[src/rtl/spi_initiator.sv]
// spi_initiator: SPI mode-0 initiator. One NBITS-wide request word is sent
// MSB-first on mosi per transfer. The word returned on miso is captured and
// offered on the response stream.
//
// Parameters
//   NBITS   : transfer width in bits (>= 2)
//   CLK_DIV : sclk half-period in clk cycles (>= 1)
//
// Ports
//   clk, reset              : system clock; asynchronous active-low reset
//   req_val/req_rdy/req_msg : request stream (word to transmit)
//   resp_val/resp_rdy/resp_msg : response stream (word captured from miso)
//   resp_parity             : XOR of resp_msg (only with SPI_INITIATOR_PARITY_EN)
//   cs, sclk, mosi, miso    : SPI bus (cs active-low, sclk idle low)
//
// Optional feature macro: SPI_INITIATOR_PARITY_EN adds resp_parity.
//
// state    | meaning
// ---------+-----------------------------------------------------------
// IDLE     | waiting for a request, req_rdy high
// SETUP    | cs low, first sclk low half-period, mosi = bit NBITS-1
// SHIFT_HI | sclk high; miso was sampled on entry
// SHIFT_LO | sclk low between bits; register shifted on entry
// HOLD     | cs hold time after the last sclk fall
// RESP     | cs high, response offered, waits for resp_rdy
// GAP      | minimum cs-high time before the next frame

module spi_initiator #(
  parameter int NBITS   = 24,
  parameter int CLK_DIV = 4
) (
  input  logic             clk,
  input  logic             reset,
  input  logic             req_val,
  output logic             req_rdy,
  input  logic [NBITS-1:0] req_msg,
  output logic             resp_val,
  input  logic             resp_rdy,
  output logic [NBITS-1:0] resp_msg,
  output logic             cs,
  output logic             sclk,
  output logic             mosi,
  input  logic             miso
`ifdef SPI_INITIATOR_PARITY_EN
  ,
  output logic             resp_parity
`endif
);

  localparam int TW = (CLK_DIV > 1) ? $clog2(CLK_DIV) : 1;
  localparam int BW = $clog2(NBITS);

  typedef enum logic [2:0] {
    IDLE, SETUP, SHIFT_HI, SHIFT_LO, HOLD, RESP, GAP
  } state_t;

  state_t           state_q, state_d;
  logic [TW-1:0]    tmr;
  logic [BW-1:0]    bit_cnt;
  logic [NBITS-1:0] shreg;
  logic             miso_q;

  logic tc, last_bit;
  logic tmr_load, load_en, sample_en, shift_en, capture_en;

  assign tc       = (tmr == '0);
  assign last_bit = (bit_cnt == BW'(NBITS - 1));

  always_comb begin
    state_d    = state_q;
    tmr_load   = 1'b0;
    load_en    = 1'b0;
    sample_en  = 1'b0;
    shift_en   = 1'b0;
    capture_en = 1'b0;
    case (state_q)
      IDLE: if (req_val) begin
        state_d  = SETUP;
        tmr_load = 1'b1;
        load_en  = 1'b1;
      end
      // SETUP doubles as the low half-period before the first rising edge.
      SETUP, SHIFT_LO: if (tc) begin
        state_d   = SHIFT_HI;
        tmr_load  = 1'b1;
        sample_en = 1'b1;
      end
      SHIFT_HI: if (tc) begin
        state_d  = last_bit ? HOLD : SHIFT_LO;
        tmr_load = 1'b1;
        shift_en = 1'b1;
      end
      HOLD: if (tc) begin
        state_d    = RESP;
        capture_en = 1'b1;
      end
      RESP: if (resp_rdy) begin
        state_d  = GAP;
        tmr_load = 1'b1;
      end
      GAP: if (tc) state_d = IDLE;
      default: state_d = IDLE;
    endcase
  end

  always_ff @(posedge clk or negedge reset) begin
    if (!reset) begin
      state_q <= IDLE;
      tmr     <= '0;
      bit_cnt <= '0;
      shreg   <= '0;
      miso_q  <= 1'b0;
    end else begin
      state_q <= state_d;
      if (tmr_load)    tmr <= TW'(CLK_DIV - 1);
      else if (!tc)    tmr <= tmr - 1'b1;
      if (load_en)                    bit_cnt <= '0;
      else if (shift_en && !last_bit) bit_cnt <= bit_cnt + 1'b1;
      // miso is sampled as sclk rises and enters the register as sclk falls.
      if (sample_en) miso_q <= miso;
      if (load_en)       shreg <= req_msg;
      else if (shift_en) shreg <= {shreg[NBITS-2:0], miso_q};
    end
  end

  always_ff @(posedge clk or negedge reset) begin
    if (!reset) begin
      resp_msg <= '0;
    end else if (capture_en) begin
      resp_msg <= shreg;
    end
  end

`ifdef SPI_INITIATOR_PARITY_EN
  always_ff @(posedge clk or negedge reset) begin
    if (!reset) begin
      resp_parity <= 1'b0;
    end else if (capture_en) begin
      resp_parity <= ^shreg;
    end
  end
`endif

  // Bus outputs decode the registered state so reset reaches the pins at once.
  assign req_rdy  = (state_q == IDLE);
  assign resp_val = (state_q == RESP);
  assign cs       = !(state_q == SETUP || state_q == SHIFT_HI ||
                      state_q == SHIFT_LO || state_q == HOLD);
  assign sclk     = (state_q == SHIFT_HI);
  assign mosi     = shreg[NBITS-1];

endmodule
[config.mk]
export PLATFORM = sky130hd
export DESIGN_NAME = spi_initiator
export DESIGN_NICKNAME = d
export VERILOG_FILES = /design/src/rtl/spi_initiator.sv
export SDC_FILE = /design/constraint.sdc
export NUM_CORES = 1
export LEC_CHECK = 0
export CAP_MARGIN = 20
export CORE_ASPECT_RATIO = 2
export CORE_UTILIZATION = 45
export DETAILED_ROUTE_END_ITERATION = 7
export PLACE_DENSITY = 0.77
export SYNTH_ARGS = -nofsm -noshare
export SYNTH_HDL_FRONTEND = slang
export SYNTH_SLANG_ARGS = --single-unit
export TNS_END_PERCENT = 100
[constraint.sdc]
create_clock -name clk -period 1.7 [get_ports clk]
set_input_delay 0.34 -clock clk [delete_from_list [all_inputs] [get_ports clk]]
set_output_delay 0.34 -clock clk [all_outputs]
set_load 0.02 [all_outputs]
== Yosys cells after proc, flatten, opt, wreduce, memory -nomap -nowiden ==
Index checks and enable logic that the tools add are counted.
Storage, ports and cells
  bits in latches: 0
  memory bits (read-only): 0
  word-level logic and storage cells: 57
  bits in writable memories: 0
  bits in registers: 59
  memories: 0
Operators by class
  divide/modulo/power cells: 0
  bitwise operators: 0
  $lt $le $gt $ge: 0
  reductions and logical operators: 13
  shifts and indexed selects: 0
  $add $sub $neg: 2
  multiply operators: 0
  multiplexer cells: 22
  equal/unequal tests: 14
Operators with widths (number)
  $mux W24: 2
  $mux W3: 7
  $pmux W3 S6: 1
  $mux W5: 2
  $eq A3 B3 Y1 const B: 3
  $ne A2 B2 Y1 const B: 4
  $mux W1: 7
  $eq A3 B2 Y1 const B: 2
  $ne A2 B1 Y1 const B: 3
  $reduce_and A6 Y1: 1
  $add A5 B1 Y5 const B: 1
  $eq A5 B5 Y1 const B: 1
  $mux W2: 2
  $reduce_bool A2 Y1: 2
  $eq A3 B1 Y1 const B: 1
  $logic_not A3 Y1: 1
  $logic_or A1 B1 Y1: 3
  $pmux W1 S3: 1
  $reduce_or A3 Y1: 1
  $logic_not A1 Y1: 2
  $logic_not A2 Y1: 1
  $reduce_or A2 Y1: 1
  $sub A2 B1 Y2 const B: 1
  $logic_and A1 B1 Y1: 1

== Logic depth before layout (Yosys ltp) ==
  word-level depth: 6
  mapped depth: 7
  gate-level depth less buffers: 5

== Worst setup path before layout ==
No wires, ideal clock.
  path kind: reg-to-reg
  start point: register state_q[2]
  end point: register bit_cnt[2]
  buffers on the path: 2
  setup time: 125 ps
  data arrival time: 1518 ps
  clock period less this slack: 1643 ps
  path slack: 57 ps
  stages on the path, launching flop included: 6
  cell sequence: dfrtp_1 -> buf_6 -> clkbuf_1 -> nor3_1 -> and2_1 -> nor3_1
Between the ends
  elaborated cells on any way between the ends: 7
RTL lines
  start: declaration: line 57  | state_t state_q, state_d;
  start signal: assignment: line 114  | state_q <= state_d;
  $logic_not A3 Y1 *
  named net req_rdy: line 35  | output logic req_rdy,
  $mux W1 *: line 76  | case (state_q)
  $mux W5 or $reduce_bool A2 Y1 (tied branches)
  end signal: assignment: line 118  | else if (shift_en && !last_bit) bit_cnt <= bit_cnt + 1'b1;
  end: declaration: line 59  | logic [BW-1:0] bit_cnt;
Mark *: on every way through the listed nets, which the timed path passes. The rest lies on a longest branch.
A chain may end at the register's enable or synchronous reset.

== Final worst setup path ==
  start point: register state_q[0]
  end point: register bit_cnt[4]
Between the ends
  cells in the longest elaborated chain, start to end: 4
  elaborated cells on any way between the ends: 7
RTL lines (line)
  $eq A3 B2 Y1: 76
  $mux W1: 76
  $logic_and A1 B1 Y1: 118
  $reduce_bool A2 Y1 (no line)
Several ways; a longest one is shown, not always the timed one.

==> reports/qor.yml <==
run_status:
  outcome: "complete, no violations"
place:
  post-dp-hpwl_um: 4240
  io_buffer_count: 57
  place.gp.congestion: 0.780
  dp.cells: 375
  place_area_um2: 3400
final_layout:
  area_growth_pct: 41.2
  finalNonFillerCells: 396
  finalInstanceArea_um2: 3780
  nFillCells: 449
  insertedDiodeCount: 0
  nets: 362
  drive_above_1_share: 0.248
grt:
  grt_start_max_net_pins: 60
  grt_pass1_vias: 2271
  grt_pass1_wl_um: 10400
  grt_use_total: 0.215
  grt_antenna_before_repair: 0
  grt_overflow: 0
synth:
  synth_area_leaders: "dfrtp_1 55%, mux2_2 11%, nand2_1 6.9%, a31oi_1 5.8%, nor2_1 3.8%"
  ys_ff_latch: 59
  syn_avg_cell_area_um2: 10.4
  synth_top_area_share: 0.551
  synth_cell_type_count: 36
  synth_largest_area_cell: "dfrtp_1"
  ys_seq_area_frac: 0.551
  synth_edf_count: 0
  synthFlopType: "dfrtp_1"
  syn_inst: 257
  synthArstFlopShare: 1.00
  syn_nets: 288
  syn-cell-area_um2: 2680
  ys_warn_count: 0
route:
  postRouteAntennaNets: 0
  drt_iter0_drc: 94
  avgViaCountPerCell: 5.52
  wire_per_inst_um: 16.5
  first_pass_iters: 4
  vias: 2187
  drc_errors: 0
  wl_um: 6520
power_and_ir_drop:
  p_leak_uw: 0.00174
  p_per_area_nw_per_um2: 1370
  ir_worst_vdd_v: 0.00142
sta:
  fin_tns_setup_ps: 0
  slew_headroom: 0.763
  max_freq_mhz: 592
  rsz0062_at_grt: "yes"
  period_needed_ps: 1690
  hold_ws_ps: 10.5
  tightest_slew_ps: 355
  skew_ps: 6.11
  min_period_over_period: 0.993
  setup_viol: 0
  final_max_slew_viol_count: 0
  finalHoldViolCount: 0
clock_tree:
  cts_buffers: 9
  cts.sinks: 59
  hold_buffers: 0
  path_clk_slew_ps: 50
  clk_latency_ps: 320
  cts_tree: "done"
  cts-root-buf: "clkbuf_16"
  cts_buffer_depth: 2
  h-tree-depth: 3
critical_path:
  start_kind: "flop"
  cp.required_ps: 1940
  rr_worst_depth: 6
  cp_max_fo: 8
  end_kind: "flop"
  path_class: "reg2reg"
  worstPathArrival_ps: 1930
floorplan:
  die_area_um2: 6280
  core-area_um2: 5710
  start_util: 0.469
  fp.dieH_um: 111
  row_count: 39
  io_pins: 58
  dieWidth_um: 56.6
min_path:
  hold_path.class: "in2async"
job:
  maxCapViolCount: 0
==> final cells by class <==
cell class              instances  area (µm²)  share of cell area
inverters                       3        11.3             0.00298
clock inverters                 2        35.0             0.00926
multi-input cells             175        1100               0.291
flip-flops and latches         59        1480               0.391
well taps                      61        76.3              0.0202
repair buffers                 83         818               0.216
clock buffers                  13         260              0.0688
==> worst max-delay path, stage by stage (launching register included) <==
cell,delay [ps]
dfrtp_2,450
buf_6,140
buf_6,120
nand4bb_1,230
buf_6,180
or3_1,330
a21oi_1,150
==> sequential cells by signal, summed over array words and instances, names as in the netlist <==
register / count
resp_msg: 24
miso_q: 1
state_q: 3
shreg: 24
bit_cnt: 5
tmr: 2
==> path summary, 6_finish.rpt <==
path                       slack [ps]                       end                     start
max reg2reg                        10    bit_cnt[4]$_DFFE_PN0P_    state_q[0]$_DFFE_PN0P_
min reg2reg                       500  resp_msg[13]$_DFFE_PN0P_  resp_msg[13]$_DFFE_PN0P_
min                                10    state_q[0]$_DFFE_PN0P_                     reset
min in group clk                  500  resp_msg[13]$_DFFE_PN0P_  resp_msg[13]$_DFFE_PN0P_
max in group asynchronous        1400    state_q[2]$_DFFE_PN0P_                     reset
max                                10    bit_cnt[4]$_DFFE_PN0P_    state_q[0]$_DFFE_PN0P_
==> timing repair <==
action,CTS,global route
resized for setup,15,19
pin swaps,0,2
setup buffers,0,3
setup endpoints to repair,6,53
gates cloned,0,3
==> layout by cell type (no fill, tap or decap), drive strengths merged, types with 2 or more instances in the layout <==
cell | Yosys | routed
nor3 | 2 | 2
buf | 12 | 28
clkbuf | 8 | 16
clkdlybuf4s50 | 0 | 52
nor2 | 27 | 27
o22ai | 2 | 2
mux2 | 25 | 25
inv | 3 | 3
dfrtp | 59 | 59
and4b | 2 | 2
nand2 | 49 | 49
o21ai | 9 | 9
a31oi | 25 | 25
ha | 2 | 2
a21oi | 7 | 7
o211ai | 2 | 2
nor2b | 2 | 2
xor2 | 2 | 2
nand3 | 2 | 2
or3 | 2 | 2
==> Yosys cell counts (3+ instances only) <==
library cell / instances
nand2_1: 49
a21oi_1: 7
o21ai_0: 9
nor2_1: 27
buf_6: 4
buf_2: 5
dfrtp_1: 59
a31oi_1: 25
clkbuf_1: 8
inv_1: 3
mux2_2: 25
buf_4: 3
==> routing by layer <==
layer  track usage  vias to the layer above  part of all wire
met5             0                        -                 0
met4         0.106                        0             0.024
met2         0.390                       55              0.58
met1         0.222                     1080              0.36
li1              -                     1040                 -
met3        0.0502                       12             0.039
==> report_power, final <==
part           switching (µW)  total, µW  leakage [µW]  internal (µW)
clock network             578       1780      0.000146           1200
logic                     660       1320      0.000825            657
registers                 307       2070      0.000771           1760
total                    1540       5170       0.00174           3620
==> stage by stage <==
step           utilization  setup slack [ps]  power [µW]
2_1_floorplan            -              57.0        2770
3_3_place_gp         0.596             -54.6        3200
3_5_place_dp         0.596             -90.9        3280
4_1_cts              0.649             -30.6        5080
5_1_grt              0.663             -28.7        5420
6_report             0.663              11.5        5170
==> logic make-up (layout without fill, tap and decap cells) <==
kind of cell | count (synthesis) | count (layout) | share of synthesized area
AND/OR/NAND/NOR | 97 | 97 | 0.166
adder cells (fa/ha/maj) | 2 | 2 | 0.00934
flip-flops | 59 | 59 | 0.551
AO/OA/AOI/OAI | 49 | 49 | 0.112
buffers and inverters | 23 | 101 | 0.0500
multiplexers | 25 | 25 | 0.105
XOR/XNOR | 2 | 2 | 0.00654
No activity file was read; power rests on OpenSTA's default activity.
